**src/rtl/output_port_arbiter.sv**
```systemverilog
// Round-robin arbiter popping one packet per grant from the output-port FIFOs
// and holding it in a registered valid/ack channel toward the BFT switch.

module output_port_arbiter_lane #(
  parameter int PTR_BITS = 3,
  parameter int IDX      = 0
) (
  input  logic                empty,
  input  logic [PTR_BITS-1:0] rr_ptr,
  output logic                req,
  output logic                req_hi
);
  localparam logic [PTR_BITS-1:0] IDX_P = PTR_BITS'(IDX);

  // req_hi marks ports at or after the pointer; they win over wrapped-around ports
  assign req    = ~empty;
  assign req_hi = ~empty & (IDX_P >= rr_ptr);
endmodule

module output_port_arbiter #(
  parameter int PACKET_BITS   = 97,
  parameter int NUM_OUT_PORTS = 7
) (
  input  logic                               clk_bft,
  input  logic                               reset_bft,
  input  logic [PACKET_BITS*NUM_OUT_PORTS-1:0] internal_out,
  input  logic [NUM_OUT_PORTS-1:0]           empty,
  output logic [NUM_OUT_PORTS-1:0]           rd_en_sel,
  output logic [PACKET_BITS-1:0]             dout_leaf_interface2bft,
  output logic                               vld_interface2bft,
  input  logic                               ack_bft2interface,
  output logic [31:0]                        pkt_sent_cnt
);
  localparam int PTR_BITS = (NUM_OUT_PORTS > 1) ? $clog2(NUM_OUT_PORTS) : 1;

  typedef enum logic {IDLE, SEND} state_t;

  state_t                                   state, state_d;
  logic [PTR_BITS-1:0]                      rr_ptr, grant_idx, ptr_nxt;
  logic [NUM_OUT_PORTS-1:0]                 req, req_hi;
  logic [NUM_OUT_PORTS-1:0][PACKET_BITS-1:0] pkts;
  logic                                     found, can_load, do_grant;
  logic [PACKET_BITS-1:0]                   dout_q;
  logic                                     vld_q;
  logic [31:0]                              cnt_q;

  assign pkts = internal_out;

  for (genvar i = 0; i < NUM_OUT_PORTS; i++) begin : g_lane
    output_port_arbiter_lane #(.PTR_BITS(PTR_BITS), .IDX(i)) u_lane (
      .empty  (empty[i]),
      .rr_ptr (rr_ptr),
      .req    (req[i]),
      .req_hi (req_hi[i])
    );
  end

  // Lowest ready index at/after the pointer, else lowest ready index overall
  always_comb begin
    grant_idx = '0;
    found     = 1'b0;
    for (int i = 0; i < NUM_OUT_PORTS; i++) begin
      if (req_hi[i] && !found) begin
        grant_idx = PTR_BITS'(i);
        found     = 1'b1;
      end
    end
    for (int i = 0; i < NUM_OUT_PORTS; i++) begin
      if (req[i] && !found) begin
        grant_idx = PTR_BITS'(i);
        found     = 1'b1;
      end
    end
  end

  assign ptr_nxt = (grant_idx == PTR_BITS'(NUM_OUT_PORTS - 1)) ? '0 : grant_idx + 1'b1;

  always_comb begin
    state_d   = state;
    can_load  = (state == IDLE) | ack_bft2interface;
    do_grant  = can_load & (|req) & ~reset_bft;
    rd_en_sel = '0;
    if (do_grant) begin
      rd_en_sel = NUM_OUT_PORTS'(1) << grant_idx;
      state_d   = SEND;
    end else if (state == SEND && ack_bft2interface) begin
      state_d   = IDLE;
    end
  end

  always_ff @(posedge clk_bft or posedge reset_bft) begin
    if (reset_bft) state <= IDLE;
    else           state <= state_d;
  end

  always_ff @(posedge clk_bft or posedge reset_bft) begin
    if (reset_bft) begin
      dout_q <= '0;
      vld_q  <= 1'b0;
      rr_ptr <= '0;
      cnt_q  <= '0;
    end else begin
      if (vld_q && ack_bft2interface) cnt_q <= cnt_q + 32'd1;
      if (do_grant) begin
        dout_q <= pkts[grant_idx];
        vld_q  <= 1'b1;
        rr_ptr <= ptr_nxt;
      end else if (vld_q && ack_bft2interface) begin
        vld_q  <= 1'b0;
      end
    end
  end

  assign dout_leaf_interface2bft = dout_q;
  assign vld_interface2bft       = vld_q;
  assign pkt_sent_cnt            = cnt_q;
endmodule

```
**config.mk**
```make
export PLATFORM = sky130hd
export DESIGN_NAME = output_port_arbiter
export DESIGN_NICKNAME = d
export VERILOG_FILES = /design/src/rtl/output_port_arbiter.sv
export SDC_FILE = /design/constraint.sdc
export NUM_CORES = 1
export LEC_CHECK = 0
export CAP_MARGIN = 20
export CORE_AREA = 5 5 322 324
export CTS_CLUSTER_SIZE = 28
export DETAILED_ROUTE_END_ITERATION = 8
export DIE_AREA = 0 0 327 329
export GPL_TIMING_DRIVEN = 0
export PLACE_DENSITY_LB_ADDON = 0.08
export SYNTH_ARGS = -nofsm -noshare
export SYNTH_HDL_FRONTEND = slang
export SYNTH_SLANG_ARGS = --single-unit
export TNS_END_PERCENT = 50
```
**constraint.sdc**
```tcl
create_clock -name clk_bft -period 6.1 [get_ports clk_bft]
set_input_delay 0.61 -clock clk_bft [delete_from_list [all_inputs] [get_ports clk_bft]]
set_output_delay 0.61 -clock clk_bft [all_outputs]
set_load 0.02 [all_outputs]
```
==> impl_metrics.toml <==
[outcome]
status = "complete, no violations"

[drt]
ant_nets = 0
viasPerCell = 3.830
wl_per_cell_um = 26.69
drt-total-wl_um = 84290
first_pass_iters = 7
drt_iter0_markers = 796
via_count = 12100
drc = 0

[placement]
pre_cts_ws_ns = -0.02998
dpl.hpwl_um = 69350
io_buffers = 825
place_congestion = 0.8484
dp_cells = 3118

[setup_path]
crit_family = "buffers and inverters"
path_buf_inv = 5
r2r_end = "dout_leaf_interface2bft[31]"
r2r_slack_ns = 2.85
crit_fanout = 70
path_common_cell = "clkdlybuf4s50_1"
path_class = "primary input to primary output"
crit_required_ns = 5.49
r2r_start = "rr_ptr[0]"
path_cells = "clkdlybuf4s50_1, inv_8, buf_16, o211ai_4, nor2_1, nand2_2, a21oi_4, clkbuf_1, and2_1, clkdlybuf4s50_1"
critPathMaxStageDelay_ns = 0.68
cp.arrival_ns = 4.76
critical-path-slowest-cell = "clkbuf_1"
rr_worst_depth = 10
start_kind = "primary input"
worstSetupEndpointType = "primary output"
startpoint = "reset_bft"

[floorplan]
top_level_ports = 826
floorplan.initialDensity_pct = 9.438
rows = 117
die_h_um = 329
die_w_um = 327
die_area_um2 = 107600
core_um2 = 100900

[pwr]
power_density_nw_per_um2 = 320.3
ir_drop_uv = 149.6
leakage_nw = 7.541

[sta]
worst-slew-pin-transition_ns = 0.9906
period_share_pct = 87.96
setup_viol = 0
relSlewSlack_pct = 33.46
skew_ns = 0.02264
slew_viol_final = 0
finalHoldViolCount = 0
finalWorstSetupSlack_ns = 0.7342
min_period_ns = 5.366
rsz0062_at_grt = "no"
max_freq_mhz = 186.4

[cells_and_area]
fin_cells = 3158
drive_above_1_share_pct = 9.125
nNetsFinal = 2519
post-route-util_pct = 19.90
area_growth_pct = 110.8

[job]
maxCapViolations = 0

[cts]
cts_root_buf = "clkbuf_16"
htree_levels = 4
clk_path_buf_depth = 2
clock-sinks = 134
cts_tree = "done"
path_clk_slew_ns = 0.07
cts_inserted_buffers = 17
clk_latency_ns = 0.49

[logic_synthesis]
ys_async_sr_fraction_pct = 100.0
syn_area_um2 = 9519
syn_nets = 1673
synth_seq_area_share_pct = 35.23
synth_cell_type_count = 60
synthFlopType = "dfrtp_1"
synth_edf_count = 0
synth_area_per_cell_um2 = 9.694
synth_warnings = 0
netlist_instances = 982
ys_ff_latch = 134

[hold_path]
hold_path_class = "flip-flop to flip-flop"
hold-path-endpoint = "pkt_sent_cnt[31]"
min-delay-start = "pkt_sent_cnt[31]"
whs_path_depth = 1

[global_route]
grt_max_degree = 71
grt_pass1_vias = 13470
overflow = 0
antenna_found_initial = 14
grt_usage_pct = 14.95
grt_pass1_wl_um = 111900
-- kinds of logic after synthesis --
family,synth area share [%]
AO/OA/AOI/OAI,22.88
multiplexers,17.38
buffers and inverters,5.402
flip-flops,35.23
AND/OR/NAND/NOR,16.00
adder cells (fa/ha/maj),0.2628
XOR/XNOR,2.852
-- cells in the final DEF, fill, tap and decap left out, types with 3 or more instances in the layout --
cell / instances
o21ai_0: 3
xor2_1: 5
mux2_1: 36
and4_1: 5
clkdlybuf4s50_1: 825
inv_1: 6
mux2i_1: 55
nor3_1: 4
a2bb2oi_1: 54
nand4_1: 60
inv_6: 5
diode_2: 8
a21oi_1: 4
clkbuf_1: 33
buf_6: 12
mux2_2: 62
clkinv_4: 5
xnor2_1: 26
dfrtp_1: 134
nor2_1: 14
buf_2: 30
a222oi_1: 42
buf_4: 9
a22oi_1: 140
nand3_1: 62
nand2_1: 133
clkbuf_16: 17
and2_1: 6
-- sequential cells by signal (all words and copies together), names as in the netlist --
register and flops:
dout_leaf_interface2bft 97, pkt_sent_cnt 32, rr_ptr 3, state 1, vld_interface2bft 1
-- layer usage --
layer / wire length (um) / vias up / global-route usage (%)
met3: 4456 / 49 / 3.870
met5: 70 / - / 0
met4: 860 / 10 / 2.489
met2: 45790 / 438 / 28.59
met1: 33110 / 6021 / 16.90
li1: - / 5577 / -
-- worst max path at each step --
stage	to	depth (start not counted)	slack [ns]
floorplan	rd_en_sel[0]	7	0.50
global placement	rd_en_sel[2]	8	-5.60
detailed placement	rd_en_sel[0]	10	-0.03
CTS	rd_en_sel[0]	10	0.27
global route	rd_en_sel[4]	9	0.19
finish	rd_en_sel[0]	10	0.73
-- synth_stat cells (2+ instances only) --
library cell | count | area (um^2)
o211ai_1 | 2 | 15.01
nor2_1 | 14 | 52.55
o21ai_0 | 3 | 15.01
or3_1 | 2 | 12.51
buf_4 | 9 | 67.56
ha_1 | 2 | 25.02
nor2_2 | 2 | 12.51
buf_2 | 30 | 150.1
o31ai_1 | 2 | 15.01
mux2i_1 | 55 | 550.5
nor3_1 | 4 | 20.02
a21oi_1 | 4 | 20.02
nand4_1 | 60 | 375.4
inv_1 | 7 | 26.28
mux2_2 | 62 | 698.2
a2bb2oi_1 | 54 | 473.0
mux2_1 | 36 | 405.4
and2_1 | 6 | 37.54
nand2_1 | 133 | 499.2
xnor2_1 | 26 | 227.7
a22oi_1 | 140 | 1051
nand2b_1 | 2 | 12.51
and4_1 | 5 | 43.79
buf_6 | 12 | 135.1
o21ai_1 | 2 | 10.01
xor2_1 | 5 | 43.79
buf_1 | 2 | 7.510
clkbuf_1 | 34 | 127.6
a222oi_1 | 42 | 420.4
nand3_1 | 62 | 310.3
dfrtp_1 | 134 | 3353
-- per-stage QoR --
stage | hold WS [ns] | cell area [um^2] | TNS [ns] | total power [mW]
after floorplan | 0.5267 | 9519 | 0 | 3.338
after global placement | 0.4642 | 19410 | -770.07 | 5.456
after detailed placement | 0.4752 | 19470 | -0.02998 | 5.437
after CTS | 0.4849 | 20050 | 0 | 6.630
after global routing | 0.4912 | 20050 | 0 | 6.820
final | 0.4720 | 20070 | 0 | 6.428
-- final cells by class --
type | instances | area [um^2]
fillers | 11190 | 80800
repair buffers | 827 | 8300
multi-input cells | 754 | 5665
flip-flops and latches | 134 | 3353
well taps | 1309 | 1638
plain buffers | 87 | 489.2
clock buffers | 17 | 425.4
clock inverters | 15 | 142.6
inverters | 7 | 33.78
diodes | 8 | 20.02
-- power by group --
group	internal [mW]	switching (mW)	total, mW
Sequential	1.22	0.230	1.45
Clock	0.568	0.544	1.11
Combinational	1.82	2.05	3.86
-- what timing repair did --
item,CTS,global route
hold buffers,0,0
setup buffers,0,0
gates resized for setup,1,0
endpoints found under the setup margin,1,0
No activity file was read; power rests on OpenSTA's default activity.
